**src/rtl/if2_fetch_buffer_pkg.sv**
```systemverilog
// rtl/if2_fetch_buffer_pkg.sv - shared core types and constants for the IF2 fetch buffer
// Contents: fetch_entry_t (one buffered fetch), NOP_INST, DROP_W (width of the
// discard counter for responses belonging to flushed fetches).
package if2_fetch_buffer_pkg;

    localparam logic [31:0] NOP_INST = 32'h00000013;

    // Several flushes can stack discards while memory is slow, so this is
    // wider than the queue occupancy.
    localparam int DROP_W = 8;

    typedef struct packed {
        logic [31:0] pc;
        logic [31:0] inst;
        logic        filled;
        logic        fault;
    } fetch_entry_t;

endpackage

```
**src/rtl/if2_fetch_buffer.sv**
```systemverilog
// rtl/if2_fetch_buffer.sv - IF2 stage fetch queue between IF1 PC, instruction memory and decode
// Ports:
//   clk, reset_n                       clock, asynchronous active-low reset
//   pc_if1, pc_valid_if1, pc_ready_if1 fetch address in; ready is the PC enable
//   imem_req, imem_addr, imem_gnt      memory request channel
//   imem_rvalid, imem_rdata            in-order memory response channel
//   flush_if2                          redirect: drop buffered and in-flight fetches
//   valid_if2, ready_id                head handshake towards decode
//   inst_if2, pc_if2, fault_if2        head entry contents
// Optional macros:
//   IF2_MISALIGN_TRAP_EN  misaligned PCs become filled fault entries, never sent to memory
//   IF2_DV                checks that every response has an outstanding request
module if2_fetch_buffer
    import if2_fetch_buffer_pkg::*;
#(
    parameter int DEPTH = 2
) (
    input  logic        clk,
    input  logic        reset_n,
    input  logic [31:0] pc_if1,
    input  logic        pc_valid_if1,
    output logic        pc_ready_if1,
    output logic        imem_req,
    output logic [31:0] imem_addr,
    input  logic        imem_gnt,
    input  logic        imem_rvalid,
    input  logic [31:0] imem_rdata,
    input  logic        flush_if2,
    output logic        valid_if2,
    input  logic        ready_id,
    output logic [31:0] inst_if2,
    output logic [31:0] pc_if2,
    output logic        fault_if2
);

    localparam int PTR_W = $clog2(DEPTH);
    localparam int OCC_W = $clog2(DEPTH + 1);
    localparam logic [OCC_W-1:0] FULL_OCC = OCC_W'(DEPTH);

    fetch_entry_t       entries [DEPTH];
    logic [PTR_W-1:0]   head;
    logic [PTR_W-1:0]   tail;
    logic [OCC_W-1:0]   occ;
    // Memory requests whose entries are still live (excludes discards).
    logic [OCC_W-1:0]   pending;
    logic [DROP_W-1:0]  drop_cnt;

    logic               space;
    logic               misaligned;
    logic               mem_hs;
    logic               trap_alloc;
    logic               pop;
    logic               rsp_known;
    logic               rsp_drop;
    logic               rsp_take;
    logic [PTR_W-1:0]   fill_idx;
    logic               fill_found;
    fetch_entry_t       new_entry;

    always_comb begin
        space = (occ < FULL_OCC);
`ifdef IF2_MISALIGN_TRAP_EN
        misaligned = pc_valid_if1 & (pc_if1[1:0] != 2'b00);
`else
        misaligned = 1'b0;
`endif
        // Gated by reset_n so nothing is offered while reset is held.
        imem_req     = reset_n & pc_valid_if1 & space & ~flush_if2 & ~misaligned;
        trap_alloc   = reset_n & misaligned & space & ~flush_if2;
        mem_hs       = imem_req & imem_gnt;
        pc_ready_if1 = mem_hs | trap_alloc;
        imem_addr    = pc_if1;

        valid_if2 = (occ != '0) & entries[head].filled;
        pop       = valid_if2 & ready_id;
        inst_if2  = entries[head].inst;
        pc_if2    = entries[head].pc;
`ifdef IF2_MISALIGN_TRAP_EN
        fault_if2 = valid_if2 & entries[head].fault;
`else
        fault_if2 = 1'b0;
`endif

        // A response with nothing outstanding is ignored entirely.
        rsp_known = imem_rvalid & ((drop_cnt != '0) | (pending != '0));
        rsp_drop  = rsp_known & (drop_cnt != '0);
        rsp_take  = rsp_known & (drop_cnt == '0);

        new_entry.pc     = pc_if1;
        new_entry.inst   = 32'h0;
        new_entry.filled = trap_alloc;
        new_entry.fault  = trap_alloc;
    end

    // Responses are in order, but trap entries are filled at allocation,
    // so the target is the first unfilled live entry walking from head.
    always_comb begin
        fill_idx   = head;
        fill_found = 1'b0;
        for (int i = 0; i < DEPTH; i++) begin
            if (!fill_found && (OCC_W'(i) < occ) && !entries[head + PTR_W'(i)].filled) begin
                fill_idx   = head + PTR_W'(i);
                fill_found = 1'b1;
            end
        end
    end

    always_ff @(posedge clk or negedge reset_n) begin
        if (!reset_n) begin
            for (int i = 0; i < DEPTH; i++) begin
                entries[i] <= '0;
            end
            head     <= '0;
            tail     <= '0;
            occ      <= '0;
            pending  <= '0;
            drop_cnt <= '0;
        end else if (flush_if2) begin
            for (int i = 0; i < DEPTH; i++) begin
                entries[i] <= '0;
            end
            head     <= '0;
            tail     <= '0;
            occ      <= '0;
            pending  <= '0;
            // A response arriving with the flush retires one of the
            // outstanding requests immediately.
            drop_cnt <= drop_cnt + DROP_W'(pending) - DROP_W'(rsp_known);
        end else begin
            if (pc_ready_if1) begin
                entries[tail] <= new_entry;
                tail          <= tail + 1'b1;
            end
            if (rsp_take && fill_found) begin
                entries[fill_idx].inst   <= imem_rdata;
                entries[fill_idx].filled <= 1'b1;
            end
            if (rsp_drop) begin
                drop_cnt <= drop_cnt - 1'b1;
            end
            if (pop) begin
                head <= head + 1'b1;
            end
            occ     <= occ + OCC_W'(pc_ready_if1) - OCC_W'(pop);
            pending <= pending + OCC_W'(mem_hs) - OCC_W'(rsp_take);
        end
    end

`ifdef IF2_DV
    a_rvalid_outstanding: assert property (@(posedge clk) disable iff (!reset_n)
        imem_rvalid |-> ((drop_cnt != '0) || (pending != '0)));
`endif

endmodule

```
**config.mk**
```make
export PLATFORM = sky130hd
export DESIGN_NAME = if2_fetch_buffer
export DESIGN_NICKNAME = d
export VERILOG_FILES = /design/src/rtl/if2_fetch_buffer_pkg.sv /design/src/rtl/if2_fetch_buffer.sv
export SDC_FILE = /design/constraint.sdc
export NUM_CORES = 1
export LEC_CHECK = 0
export CAP_MARGIN = 30
export CORE_UTILIZATION = 44
export CTS_BUF_LIST = sky130_fd_sc_hd__clkbuf_8
export DETAILED_ROUTE_END_ITERATION = 10
export DONT_BUFFER_PORTS = 1
export PLACE_DENSITY_LB_ADDON = 0.08
export SKIP_CTS_REPAIR_TIMING = 1
export SYNTH_ARGS = -nofsm -noshare
export SYNTH_HDL_FRONTEND = slang
export SYNTH_SLANG_ARGS = --single-unit
```
**constraint.sdc**
```tcl
create_clock -name clk -period 3.6 [get_ports clk]
set_clock_uncertainty 0.15 [all_clocks]
set_input_delay 0.72 -clock clk [delete_from_list [all_inputs] [get_ports clk]]
set_output_delay 0.72 -clock clk [all_outputs]
set_load 0.05 [all_outputs]
```
# == Yosys cells after proc, flatten, opt, wreduce, memory -nomap -nowiden ==
# Index checks and enable logic that the tools add are counted.
# op_classes
addsub,9
n_lt_le_gt_ge,9
n_mux,30
bitwise,15
reduce_logical,16
# ops
operator,count
$mux W132,4
$bwmux W132,3
$mux W66,4
$demux W66 S1,3
$mux W34,1
$mux W8,2
$mux W2,6
$reduce_bool A2 Y1,5
$and A1 B1 Y1,9
$add A8 B2 Y8,1
$ge A2 B2 Y1 const B,4
$logic_not A8 Y1,1
$not A1 Y2,4
$reduce_bool A8 Y1,1
$sub A8 B1 Y8,1
$sub A8 B1 Y8 const B,1
$mux W1,7
$logic_and A1 B1 Y1,6
$add A2 B1 Y2,2
$lt A1 B2 Y1 const A,2
$lt A2 B1 Y1 const B,2
$sub A2 B1 Y2,2
$logic_not A1 Y1,3
$add A1 B1 Y1 const B,2
3 further kinds,3
# totals
ff_bits,146
inputBits,71
output_inout_bits,100
word_cells,92

# == Logic depth before layout (Yosys ltp) ==
# depth
ltp_word,20
depth_mapped,14
ltp_nobuf,14

# == Worst setup path after synthesis ==
# OpenSTA, ideal clock, no wires.
# synth_timing
path_kind,input to output
startpoint,input flush_if2
endpoint,output imem_req
arrival_ns,2.173
t_required_ns,2.730
setup_slack_ns,0.557
cell_stages,3
path_buffers,2
path_cell_list,clkbuf_1 -> clkbuf_1 -> nor3_1
# synth_via
elab_chain_len,2
# synth_rtl
element,line_no,rtl
"start, declared",if2_fetch_buffer.sv:28,"input logic flush_if2,"
$not A1 Y1,--,
$and A1 B1 Y1,if2_fetch_buffer.sv:68,imem_req = reset_n & pc_valid_if1 & space & ~flush_if2 & ~misaligned;
"end, declared",if2_fetch_buffer.sv:23,"output logic imem_req,"
# No other way between the ends.

# == Worst setup path after layout ==
# layout_timing
startpoint,register drop_cnt[2]
endpoint,register drop_cnt[6]
# layout_via
elab_chain_len,5
elab_cells_between_ends,10
cone_classes,3 x add/sub; 2 x mux; 3 x bitwise; 2 x reduce/logical
# layout_rtl
element,line_no,rtl
"start, declared",if2_fetch_buffer.sv:46,logic [DROP_W-1:0] drop_cnt;
"start signal, assigned",if2_fetch_buffer.sv:128,drop_cnt <= drop_cnt + DROP_W'(pending) - DROP_W'(rsp_known);
"start signal, assigned",if2_fetch_buffer.sv:139,drop_cnt <= drop_cnt - 1'b1;
branches (longest 5 deep; another with $add A8 B2 Y8),--,
# Several ways; the timed one is not identified. The select of a mux whose other input is x is not followed.
# A chain may end at the register's enable or synchronous reset.

==> flow_summary.json <==
{
  "synth-main-ff-cell": "dfrtp_1",
  "drv_cap": 0,
  "critPathMaxFanout": 6,
  "outcome": "complete, but fails checks",
  "synthCells": 583,
  "place_ws_ps": 385.6,
  "r2r-end": "drop_cnt[6]$_DFFE_PN0P_",
  "cp_data_required_time_ps": 3810,
  "layout_setup_ws_ps": 358.5,
  "hold_path_class": "in -> async",
  "period_needed_ps": 3241,
  "clkTransAtPathRegs_ps": 90,
  "drive_above_1_share_pct": 20.80,
  "rsz0062_at_grt": "no",
  "antennaDiodeCount": 0,
  "synth_edf_count": 0,
  "path_class": "reg -> reg",
  "met1_usage_pct": 25.03,
  "syn_area_per_cell_sq_um": 11.92,
  "cts.sinks": 144,
  "htree_num_levels": 4,
  "syn_to_final_growth_pct": 4.951,
  "synth_nets": 676,
  "r2r_cells": 14,
  "worstMarginPinSlew_ps": 986.8,
  "total_power_uw": 3790,
  "grt_start_max_net_pins": 147,
  "fmax_mhz": 308.5,
  "grt_util_met3_pct": 5.968,
  "antenna_found_initial": 0,
  "p_leak_uw": 0.003541,
  "die_w_um": 127.7,
  "ios": 171,
  "dr.pass1.iters": 4,
  "fillers": 1388,
  "drc": 0,
  "finalNetCount": 633,
  "whs_ps": -177.4,
  "grt_overflow_total": 0,
  "r2r_setup_slack_ps": 360,
  "seq_area_frac_synth_pct": 51.85,
  "hold_violations": 144,
  "tns_ps": 0,
  "vias": 4395,
  "ir_drop_uv": 277.1,
  "final_core_util_pct": 47.62,
  "ys_async_sr_fraction_pct": 100.0,
  "finalCritPeriodShare_pct": 90.04,
  "hpwl_um": 9672,
  "grtUsageMet2_pct": 32.24,
  "cts_buffers": 17,
  "multi_input_area_sq_um": 2860,
  "root_buffer": "clkbuf_8",
  "core-area_sq_um": 15310,
  "arrival_ps": 3450,
  "regArea_sq_um": 3605,
  "track_usage_pct": 19.83,
  "cp-start-kind": "flip-flop",
  "synth_seq_cells": 144,
  "grt_pass1_vias": 4537,
  "ys_warn_count": 0,
  "via_per_inst": 5.753,
  "clock_path_buffers": 2,
  "dieHeight_um": 127.7,
  "dieArea_sq_um": 16300,
  "failed_checks": "negative hold slack",
  "busiest_layer": "met2",
  "initial_core_util_pct": 45.38,
  "routedWlPerCell_um": 20.10,
  "finalSetupViolations": 0,
  "cts_tree": "yes",
  "drt-initial-drc-count": 200,
  "grt_pass1_wl_um": 24580,
  "drt_wl_total_um": 15360,
  "ant_nets": 0,
  "end_kind": "flip-flop",
  "rows": 45,
  "reg2reg_from": "drop_cnt[2]$_DFFE_PN0P_",
  "gp_congestion": 0.7938,
  "port_buffers": 0,
  "synth_cell_types": 43,
  "maxSlewViolCount": 0,
  "clk_latency_ps": 440,
  "p_per_area_nw_per_um2": 519.7,
  "syn_area_sq_um": 6949,
  "relSlewSlack_pct": 33.97
}
-- report_power, final --
group | internal, uW | switching (uW) | leakage [uW]
clock | 624 | 638 | 0.000200
combinational | 337 | 470 | 0.00136
sequential | 1680 | 40.1 | 0.00199
total | 2640 | 1150 | 0.00354
-- synth_stat cells (all sizes together) (3+ instances only) --
cell,count,share of area [%]
mux2,64,10
a21oi,21,1.5
nand2,24,1.3
or2,3,0.27
nor2,29,1.6
nor2b,5,0.45
dfrtp,144,52
xor2,6,0.76
nor3,3,0.22
and2,5,0.49
a22o,115,14
o21ai,4,0.29
buf,45,4.7
inv,23,1.2
nand4,3,0.27
xnor2,12,1.5
mux2i,4,0.58
nand3,3,0.22
clkbuf,27,1.5
ha,21,3.8
-- cell families after synthesis --
logic type	count (synthesis)	share of synthesized area (%)
flops	144	51.85
simple gates	83	5.582
compound gates	152	17.83
mux	68	10.95
other cells	1	0.05396
buf+inv	95	7.400
xor+xnor	18	2.269
fa+ha+maj	22	4.069
-- area by class of cell --
cell class                      count  area share (%)
Clock buffer                       17           3.208
Clock inverter                     15           2.213
Inverter                           23           1.184
Multi-Input combinational cell    344           39.22
Sequential cell                   144           49.43
Tap cell                          211           3.620
Timing Repair Buffer               10           1.132
-- layer usage --
metal | vias up | routed length [um]
li1 | 1988 | -
met4 | 0 | 260
met1 | 2262 | 6801
met5 | - | 0
met2 | 128 | 7310
met3 | 17 | 986
-- placed cells by master, fill, tap and decap left out, types with 5 or more instances in the layout --
master	synthesis	routed
dfrtp_1	144	143
a22o_1	115	115
mux2_2	64	64
nor2_1	29	27
inv_1	23	24
nand2_1	24	24
ha_1	21	21
a21oi_1	21	20
clkbuf_8	0	17
xnor2_1	12	12
buf_4	33	9
xor2_1	6	6
clkinv_4	0	5
-- worst max-delay path by stage --
stage,start,endpoint,slack (ps),cells after the start
floorplan,flush_if2,imem_req,560,3
global placement,drop_cnt[2]$_DFFE_PN0P_,drop_cnt[6]$_DFFE_PN0P_,490,14
detailed placement,drop_cnt[5]$_DFFE_PN0P_,drop_cnt[6]$_DFFE_PN0P_,390,14
CTS,drop_cnt[5]$_DFFE_PN0P_,drop_cnt[6]$_DFFE_PN0P_,360,14
global route,drop_cnt[2]$_DFFE_PN0P_,drop_cnt[6]$_DFFE_PN0P_,80,14
finish,drop_cnt[2]$_DFFE_PN0P_,drop_cnt[6]$_DFFE_PN0P_,360,14
-- worst max-delay path, cell delays in order (launching register included) --
cell	delay, ps
dfrtp_1	410
inv_1	120
ha_1	220
nand4_1	240
o31a_1	320
ha_1	260
inv_1	50
ha_1	160
inv_1	60
fa_1	450
nor2b_1	160
o311ai_1	110
a21oi_1	190
o21ai_0	90
a31oi_1	160
-- registers in the layout, indices dropped and copies added (netlist names) --
signal	flops
entries	130
drop_cnt	8
occ	2
pending	2
head	1
tail	1
-- metrics by stage --
step                instances  cell area [sq um]
finish                    764               7293
global route              764               7293
CTS                       764               7293
detailed placement        732               6898
global placement          731               6883
floorplan                 583               6949
Note: power is estimated with default switching activity, not from simulation.
